==> src/rtl/game_tick_if.sv <==
// Handshake and status bundle between the snake game logic and the step scheduler.
interface game_tick_if;
    logic       start;
    logic       pause;
    logic       game_over;
    logic       eat;
    logic       tick_ack;
    logic       tick;
    logic       overrun;
    logic [3:0] level;
    logic [1:0] state;

    // Game-logic side: issues control pulses, consumes step requests.
    modport master (
        output start, pause, game_over, eat, tick_ack,
        input  tick, overrun, level, state
    );

    // Scheduler side.
    modport slave (
        input  start, pause, game_over, eat, tick_ack,
        output tick, overrun, level, state
    );
endinterface

==> src/rtl/game_tick_scheduler.sv <==
// Game-step scheduler: issues one held tick request per game step, shortening the
// step period as the snake eats, and sequences start/pause/game-over.
module game_tick_scheduler #(
    parameter int unsigned BASE_PERIOD     = 10000000,
    parameter int unsigned STEP            = 1000000,
    parameter int unsigned MAX_LEVEL       = 9,
    parameter int unsigned FOODS_PER_LEVEL = 4,
    parameter int unsigned CNT_W           = 25
) (
    input  logic         clkin,
    input  logic         resetn,
    game_tick_if.slave   bus
);

    localparam int unsigned LVL_W  = 4;
    localparam int unsigned FOOD_W = (FOODS_PER_LEVEL > 1) ? $clog2(FOODS_PER_LEVEL) : 1;

    localparam logic [CNT_W-1:0]  BASE_CNT  = CNT_W'(BASE_PERIOD);
    localparam logic [CNT_W-1:0]  STEP_CNT  = CNT_W'(STEP);
    localparam logic [LVL_W-1:0]  LVL_MAX   = LVL_W'(MAX_LEVEL);
    localparam logic [FOOD_W-1:0] FOOD_LAST = FOOD_W'(FOODS_PER_LEVEL - 1);

    typedef enum logic [1:0] {
        ST_IDLE   = 2'b00,
        ST_RUN    = 2'b01,
        ST_PAUSED = 2'b10,
        ST_OVER   = 2'b11
    } state_e;

    state_e              state_q,   state_d;
    logic [CNT_W-1:0]    count_q,   count_d;
    logic [CNT_W-1:0]    period_q,  period_d;
    logic [LVL_W-1:0]    level_q,   level_d;
    logic [FOOD_W-1:0]   food_q,    food_d;
    logic                tick_q,    tick_d;
    logic                overrun_q, overrun_d;

    logic advance;
    logic eat_ok;
    logic terminal;

    // Next-state: FSM sequencing, step counter, tick handshake and speed levels.
    always_comb begin
        state_d   = state_q;
        count_d   = count_q;
        period_d  = period_q;
        level_d   = level_q;
        food_d    = food_q;
        tick_d    = tick_q;
        overrun_d = overrun_q;
        advance   = 1'b0;
        eat_ok    = 1'b0;
        terminal  = 1'b0;

        case (state_q)
            ST_IDLE, ST_OVER: begin
                if (bus.start && !bus.game_over) begin
                    state_d   = ST_RUN;
                    count_d   = '0;
                    period_d  = BASE_CNT;
                    level_d   = '0;
                    food_d    = '0;
                    tick_d    = 1'b0;
                    overrun_d = 1'b0;
                end
            end
            ST_RUN: begin
                if (bus.game_over) begin
                    state_d = ST_OVER;
                    tick_d  = 1'b0;
                end else begin
                    eat_ok = bus.eat;
                    if (bus.tick_ack) tick_d = 1'b0;
                    if (bus.pause) state_d = ST_PAUSED;
                    else           advance = 1'b1;
                end
            end
            ST_PAUSED: begin
                if (bus.game_over) begin
                    state_d = ST_OVER;
                    tick_d  = 1'b0;
                end else begin
                    if (bus.tick_ack) tick_d = 1'b0;
                    if (!bus.pause)   state_d = ST_RUN;
                end
            end
            default: state_d = ST_IDLE;
        endcase

        // A terminal event re-requests the step; an unacked pending request flags overrun.
        if (advance) begin
            terminal = (count_q == period_q - CNT_W'(1));
            if (terminal) begin
                count_d  = '0;
                period_d = BASE_CNT - CNT_W'(level_q) * STEP_CNT;
                tick_d   = 1'b1;
                if (tick_q && !bus.tick_ack) overrun_d = 1'b1;
            end else begin
                count_d = count_q + CNT_W'(1);
            end
        end

        if (eat_ok) begin
            if (food_q == FOOD_LAST) begin
                food_d = '0;
                if (level_q < LVL_MAX) level_d = level_q + LVL_W'(1);
            end else begin
                food_d = food_q + FOOD_W'(1);
            end
        end
    end

    always_ff @(posedge clkin or negedge resetn) begin
        if (!resetn) begin
            state_q   <= ST_IDLE;
            count_q   <= '0;
            period_q  <= BASE_CNT;
            level_q   <= '0;
            food_q    <= '0;
            tick_q    <= 1'b0;
            overrun_q <= 1'b0;
        end else begin
            state_q   <= state_d;
            count_q   <= count_d;
            period_q  <= period_d;
            level_q   <= level_d;
            food_q    <= food_d;
            tick_q    <= tick_d;
            overrun_q <= overrun_d;
        end
    end

    assign bus.tick    = tick_q;
    assign bus.overrun = overrun_q;
    assign bus.level   = level_q;
    assign bus.state   = state_q;

endmodule

==> src/flat_wrapper.sv <==
// flat-port wrapper written by rule: the top's interface ports become plain ports
module game_tick_scheduler_flat 
#(
    parameter int unsigned BASE_PERIOD     = 10000000,
    parameter int unsigned STEP            = 1000000,
    parameter int unsigned MAX_LEVEL       = 9,
    parameter int unsigned FOODS_PER_LEVEL = 4,
    parameter int unsigned CNT_W           = 25
)
  (clkin, resetn, bus_start, bus_pause, bus_game_over, bus_eat, bus_tick_ack, bus_tick, bus_overrun, bus_level, bus_state);
  game_tick_if bus_i ();
  input  logic clkin;
  input  logic resetn;
  input wire logic [$bits(bus_i.start)-1:0] bus_start;
  input wire logic [$bits(bus_i.pause)-1:0] bus_pause;
  input wire logic [$bits(bus_i.game_over)-1:0] bus_game_over;
  input wire logic [$bits(bus_i.eat)-1:0] bus_eat;
  input wire logic [$bits(bus_i.tick_ack)-1:0] bus_tick_ack;
  output wire logic [$bits(bus_i.tick)-1:0] bus_tick;
  output wire logic [$bits(bus_i.overrun)-1:0] bus_overrun;
  output wire logic [$bits(bus_i.level)-1:0] bus_level;
  output wire logic [$bits(bus_i.state)-1:0] bus_state;
  assign bus_i.start = bus_start;
  assign bus_i.pause = bus_pause;
  assign bus_i.game_over = bus_game_over;
  assign bus_i.eat = bus_eat;
  assign bus_i.tick_ack = bus_tick_ack;
  assign bus_tick = bus_i.tick;
  assign bus_overrun = bus_i.overrun;
  assign bus_level = bus_i.level;
  assign bus_state = bus_i.state;
  game_tick_scheduler #(.BASE_PERIOD(BASE_PERIOD), .STEP(STEP), .MAX_LEVEL(MAX_LEVEL), .FOODS_PER_LEVEL(FOODS_PER_LEVEL), .CNT_W(CNT_W)) u_core (.clkin(clkin), .resetn(resetn), .bus(bus_i));
endmodule
==> config.mk <==
export PLATFORM = sky130hd
export DESIGN_NAME = game_tick_scheduler_flat
export DESIGN_NICKNAME = d
export VERILOG_FILES = /design/src/rtl/game_tick_if.sv /design/src/rtl/game_tick_scheduler.sv /design/src/flat_wrapper.sv
export SDC_FILE = /design/constraint.sdc
export NUM_CORES = 1
export LEC_CHECK = 0
export CELL_PAD_IN_SITES_DETAIL_PLACEMENT = 0
export CELL_PAD_IN_SITES_GLOBAL_PLACEMENT = 1
export CORE_MARGIN = 2
export CORE_UTILIZATION = 50
export CTS_BUF_LIST = sky130_fd_sc_hd__clkbuf_4
export DETAILED_ROUTE_END_ITERATION = 8
export GPL_TIMING_DRIVEN = 1
export HOLD_SLACK_MARGIN = 0.15
export PLACE_DENSITY = 0.8
export SYNTH_ARGS = -nofsm -noshare
export SYNTH_HDL_FRONTEND = slang
export SYNTH_SLANG_ARGS = --single-unit
==> constraint.sdc <==
create_clock -name clkin -period 3.8 [get_ports clkin]
set_input_delay 0.76 -clock clkin [delete_from_list [all_inputs] [get_ports clkin]]
set_output_delay 0.76 -clock clkin [all_outputs]
set_load 0.02 [all_outputs]
# Word-level counts from Yosys, hierarchy flattened
# Index checks and enable logic that the tools add are counted.
dict set report classes {
  add_sub_neg 5
  mul 1
  order_cmp 1
  n_eq_ne 8
  n_mux 39
  n_reduce_logical 14
}
# cell n
set ops {}
lappend ops {{25-bit two-way mux} 8}
lappend ops {{25-bit by 1-bit adder with 25-bit output, second input constant} 1}
lappend ops {{25-bit == test} 1}
lappend ops {{24-bit by 24-bit subtractor with 25-bit output, first input constant} 1}
lappend ops {{25-bit by 1-bit subtractor with 25-bit output, second input constant} 1}
lappend ops {{4-bit two-way mux} 5}
lappend ops {{4-bit by 14-bit multiplier with 18-bit output, second input constant} 1}
lappend ops {{2-bit two-way mux} 9}
lappend ops {{1-bit two-way mux} 15}
lappend ops {{2-bit nonzero test} 4}
lappend ops {{2-bit == test, second input constant} 3}
lappend ops {{3-bit inequality test, second input constant} 2}
lappend ops {{2-bit case mux with 3 select lines} 1}
lappend ops {{4-bit by 1-bit adder with 4-bit output, second input constant} 1}
lappend ops {{4-bit < comparator, second input constant} 1}
lappend ops {{2-bit AND reduction} 2}
lappend ops {{2-bit OR reduction} 2}
lappend ops {{3-bit AND reduction} 1}
lappend ops {{2-bit by 1-bit adder with 2-bit output, second input constant} 1}
lappend ops {{2-bit by 1-bit == test with 1-bit output, second input constant} 1}
lappend ops {{1-bit logical AND} 2}
lappend ops {{1-bit logical NOT} 2}
lappend ops {{2-bit logical NOT} 1}
lappend ops {{2-bit by 1-bit inequality test with 1-bit output, second input constant} 1}
lappend ops {{1-bit case mux with 2 select lines} 1}
dict set report totals {
  regBits 60
  input_bits 7
  elab_cells 75
}

# Longest topological paths before layout
dict set report logic_depth {
  depth_word 7
  ltp_mapped 13
}

# Worst setup path before layout
# OpenSTA, ideal clock, no wires.
dict set report synth_path {
  path_kind {flip-flop to flip-flop}
  start {register u_core.level_q[1] (netlist: u_core.bus.level[1])}
  end {register u_core.period_q[22]}
  setup_ns 0.126
  arrival_ns 3.128
  path_slack_ns 0.546
  stages_incl_launch_ff 12
  period_less_slack_ns 3.254
  path_cell_list {dfrtp_1 > inv_1 > ha_1 > fa_1 > fa_1 > a21o_1 > a21oi_1 > xnor2_1 > nor2_1 > a21oi_1 > xnor2_1 > mux2i_1}
}
dict set report synth_via {
  elab_chain_cells 4
}
# item line
set synth_rtl {}
lappend synth_rtl {{start: declaration} game_tick_scheduler.sv:33} ;# logic [LVL_W-1:0] level_q, level_d;
lappend synth_rtl {{start signal: assignment} game_tick_scheduler.sv:126} ;# level_q <= level_d;
lappend synth_rtl {{4-bit by 14-bit multiplier with 18-bit output} game_tick_scheduler.sv:95} ;# period_d = BASE_CNT - CNT_W'(level_q) * STEP_CNT;
lappend synth_rtl {{24-bit by 24-bit subtractor with 25-bit output} game_tick_scheduler.sv:95}
lappend synth_rtl {{25-bit two-way mux} game_tick_scheduler.sv:93} ;# if (terminal) begin
lappend synth_rtl {{25-bit two-way mux} game_tick_scheduler.sv:91} ;# if (advance) begin
lappend synth_rtl {{via u_core.period_d[22]} game_tick_scheduler.sv:32} ;# logic [CNT_W-1:0] period_q, period_d;
lappend synth_rtl {{end signal: assignment} game_tick_scheduler.sv:125} ;# period_q <= period_d;
lappend synth_rtl {{end: declaration} game_tick_scheduler.sv:32}
# The timed path passes the listed nets, and every way through them passes these cells.
# A chain may end at the register's enable or synchronous reset.

# Worst setup path in the final report
dict set report layout_path {
  start {register u_core.period_q[0]}
  end {register u_core.period_q[22]}
}
dict set report layout_via {
  elab_chain_cells 4
}
# item line
set layout_rtl {}
lappend layout_rtl {{25-bit by 1-bit subtractor with 25-bit output} game_tick_scheduler.sv:92} ;# terminal = (count_q == period_q - CNT_W'(1));
lappend layout_rtl {{25-bit == test} game_tick_scheduler.sv:92}
lappend layout_rtl {{25-bit two-way mux} game_tick_scheduler.sv:93}
lappend layout_rtl {{25-bit two-way mux} game_tick_scheduler.sv:91}
lappend layout_rtl {{via u_core.period_d[22]} game_tick_scheduler.sv:32}
# The timed path passes the listed nets, and every way through them passes these cells.

==> impl_results.md <==
* CTS H-tree depth at 3
* Bufs on Longest Clock Path at 2
* Share of the cycle needed by the critical path after routing at about 90%
* Synthesized net count at 578
* 1st-iter DRT viols at 172
* Global-route wire length before repair at 18,600 um
* Drt pass-1 iters at 4
* Num CTS Buffers at 9
* Number of nets in the final layout at 586
* Data required time of the worst path at 4.14 ns
* Reg-to-reg slack, setup at 0.31 ns
* Initial core utilization at slightly above 50%
* Number of antenna violations at the first check in global routing at 0
* Total net switching power at 652 uW
* Post-synth EDFFs at 0
* Reported leakage power at 2.16 nW
* Residual overflow from global routing at 0
* Proportion of synthesized flip-flops having asynchronous set or reset at 100%
* # IOs at 15
* Worst rel slew slack at a little over a quarter
* Root buffer cell: clkbuf_4
* Hold WC Path Type: reg2reg
* Peak Freq at 286 MHz
* Combinational group share of total power at between 20 and 30%
* Unrepaired setup endpoints after global routing: false
* Count leader, synth: dfrtp_1
* Top FF cell, synth: dfrtp_1
* Syn-to-layout area delta at 8.54%
* Yosys warning count at 0
* Measured slew at the worst slew-check pin at 1.11 ns
* Worst Path Buf+Inv at 2
* Cell type contributing the most total cell area after synthesis: dfrtp_1
* TritonCTS clock tree: yes
* Endpoint class of the critical path: register
* Crit start category: register
* Share of total power consumed by net switching at 37.0%
* Pin count of the biggest net entering global routing at 48
* Highest ir drop seen on vdd at 0.000377 V
* Worst path slowest cell: or4_1
* Endpoints failing setup at 0
* List of cells traversed by the critical path: inv_1, ha_1, nor3b_2, a21oi_1, or4_1, nor4_1, o2111ai_1, a2111o_1, nor2_8, buf_4, mux2i_1
* Post-CTS clock slew at the launch and capture registers of the worst setup and hold paths at 0.13 ns
* Cell area after technology mapping at 4820 um^2
* Number of resized instances in the post-cts repair step at 0
* Core area at 9280 um^2
* Number of buffers inserted by hold repair at cts at 0
* Share of cells above drive strength 1 at 9.98%
* Portion of the post-synthesis area used by sequential elements at 31.4%
* Part of the total power dissipated in the clock network at 27.5%
* DR WL/cell at approximately 16 um
* DIE HEIGHT at approximately 100 um
* Diodes inserted at 0
* Max capacitance violation total at 0
* Placement Rows at 35
* Overall global routing resource usage at a little under a quarter
* Critical Path AT at 3.83 ns
* Critical path peak fanout at 8
* Biggest area contributors in the synthesized netlist: dfrtp_1, xnor2_1, ha_1
* Number of unique standard cell types used by synthesis at 63
* Via count of the routed design at 3,875
* Final hold violations at 0
* Total count of max-transition violations in the final report at 0
* Overall routed net length at 10,800 um
* Skew-Pair Late Insertion Delay at approximately 0.42 ns
* Post-Route Utilization at 56.3%
* Clock skew after layout at 0.0213 ns
* Drc violations at 0
* Routed vias/inst at 5.70
* Sum of negative setup slack at 0 ns
* Die width at 102 um
* P per Cell Area at between 300 and 400 nW/um^2
* Delay of the slowest cell on the worst path at roughly 0.53 ns
* Post-synthesis cell count at between 500 and 600
* Internal Dissipation at roughly 1.1 mW
* Post-CTS repair timing setup buffer count at 0
* Antenna viol nets, final at 0
* # clock sinks at 60
* Post-detail-place hpwl at 8020 um
* Post-synth top cells: dfrtp_1, nand2_1, xnor2_1
* Largest delay contributor family on the critical path: simple AND/OR/NAND/NOR gates
* Vias in the first global route at 3,850
* Type of the setup path with the least slack: reg2reg
* Result of the run: complete, no violations
* Portion of synthesized cell area occupied by the leading cell type at roughly 27%
* Count of input and output buffers at 14
* Final critical path time including I/O delays and setup at 3.49 ns
* Die Area at 10,400 um^2
* Flop pwr share at 43.2%
* Number of register bits inferred by synthesis at 60
* Final weighted congestion in routability-driven placement at 0.828
* Synthesized area divided by synthesized cell count at 8.96 um^2
==> power by group through the flow <==
stage / logic [mW] / registers (mW) / clock network, mW
final: 0.517 / 0.761 / 0.484
after global routing: 0.592 / 0.773 / 0.541
after CTS: 0.524 / 0.760 / 0.504
after detailed placement: 0.521 / 0.772 / 0
after global placement: 0.512 / 0.770 / 0
after floorplan: 0.376 / 0.753 / 0
==> worst paths after layout <==
path | start | endpoint | cells past startpoint
worst min-delay path | u_core.bus.tick$_DFF_PN0_ | u_core.bus.tick$_DFF_PN0_ | 1
worst min register to register | u_core.bus.tick$_DFF_PN0_ | u_core.bus.tick$_DFF_PN0_ | 1
min in group asynchronous | resetn | u_core.count_q[6]$_DFFE_PN0P_ | 1
max in group asynchronous | resetn | u_core.period_q[15]$_DFF_PN1_ | 2
worst max register to register | u_core.period_q[0]$_DFF_PN0_ | u_core.period_q[22]$_DFF_PN0_ | 11
worst max-delay path | u_core.period_q[0]$_DFF_PN0_ | u_core.period_q[22]$_DFF_PN0_ | 11
==> cells by family after synthesis <==
family	count (synthesis)	synth area share [%]
buffers and inverters	50	4.96
AND/OR/NAND/NOR	204	23.8
adder cells (fa/ha/maj)	33	9.35
multiplexers	23	4.83
AO/OA/AOI/OAI	110	14.9
flip-flops	60	31.4
XOR/XNOR	58	10.8
==> routing by layer <==
| layer | GRT usage (%) | part of all wire, % | vias to the layer above | routed length, um |
|---|---|---|---|---|
| met3 | 2.94 | 2.4 | 15 | 255 |
| met4 | 8.31 | 1.8 | 0 | 198 |
| met2 | 39.7 | 49 | 49 | 5310 |
| met5 | 0 | 0 | - | 0 |
| li1 | - | - | 1956 | - |
| met1 | 29.2 | 46 | 1855 | 5000 |
==> cell usage in the layout (no fill, tap or decap), types with 6 or more instances in the layout <==
cell | netlist | layout
nand2b_1 | 10 | 10
nand3_1 | 17 | 17
mux2i_1 | 21 | 21
nand3b_1 | 6 | 6
nor2_1 | 38 | 37
inv_1 | 18 | 18
nor3_1 | 15 | 15
clkdlybuf4s50_1 | 0 | 13
buf_4 | 0 | 14
dfstp_2 | 8 | 8
clkbuf_4 | 0 | 9
nand2_1 | 51 | 51
nor3b_1 | 10 | 8
a31oi_1 | 7 | 7
nand4_1 | 11 | 11
and2_1 | 6 | 6
xor2_1 | 15 | 15
a22o_1 | 10 | 10
dfrtp_1 | 52 | 52
xnor2_1 | 42 | 42
ha_1 | 28 | 28
a21o_1 | 7 | 7
o31ai_1 | 8 | 8
a21oi_1 | 14 | 14
o21ai_0 | 39 | 39
==> state kept, by name (all words and copies together), names as in the netlist <==
| register | cells |
|---|---|
| u_core.bus.state | 2 |
| u_core.count_q | 25 |
| u_core.food_q | 2 |
| u_core.bus.overrun | 1 |
| u_core.bus.level | 4 |
| u_core.period_q | 25 |
| u_core.bus.tick | 1 |
==> metrics by stage <==
step                power (mW)  worst slack (ns)  area [um^2]  std cells  hold WS [ns]
CTS                       1.79             0.299         5230        680         0.515
global route              1.91            0.0384         5230        680         0.545
floorplan                 1.13             0.546         4820        538         0.464
finish                    1.76             0.309         5230        680         0.511
detailed placement        1.29             0.350         5080        664         0.494
global placement          1.28             0.376         5080        664         0.481
==> final cells by class <==
cell class                 count  area [um^2]
clock buffer                   9         67.6
tap                          129          161
sequential                    60         1510
timing repair buffer          29          260
inverter                      18         67.6
clock inverter                 7         81.3
fill                         871         4050
multi-input combinational    428         3080
(Power assumes the default switching activity.)
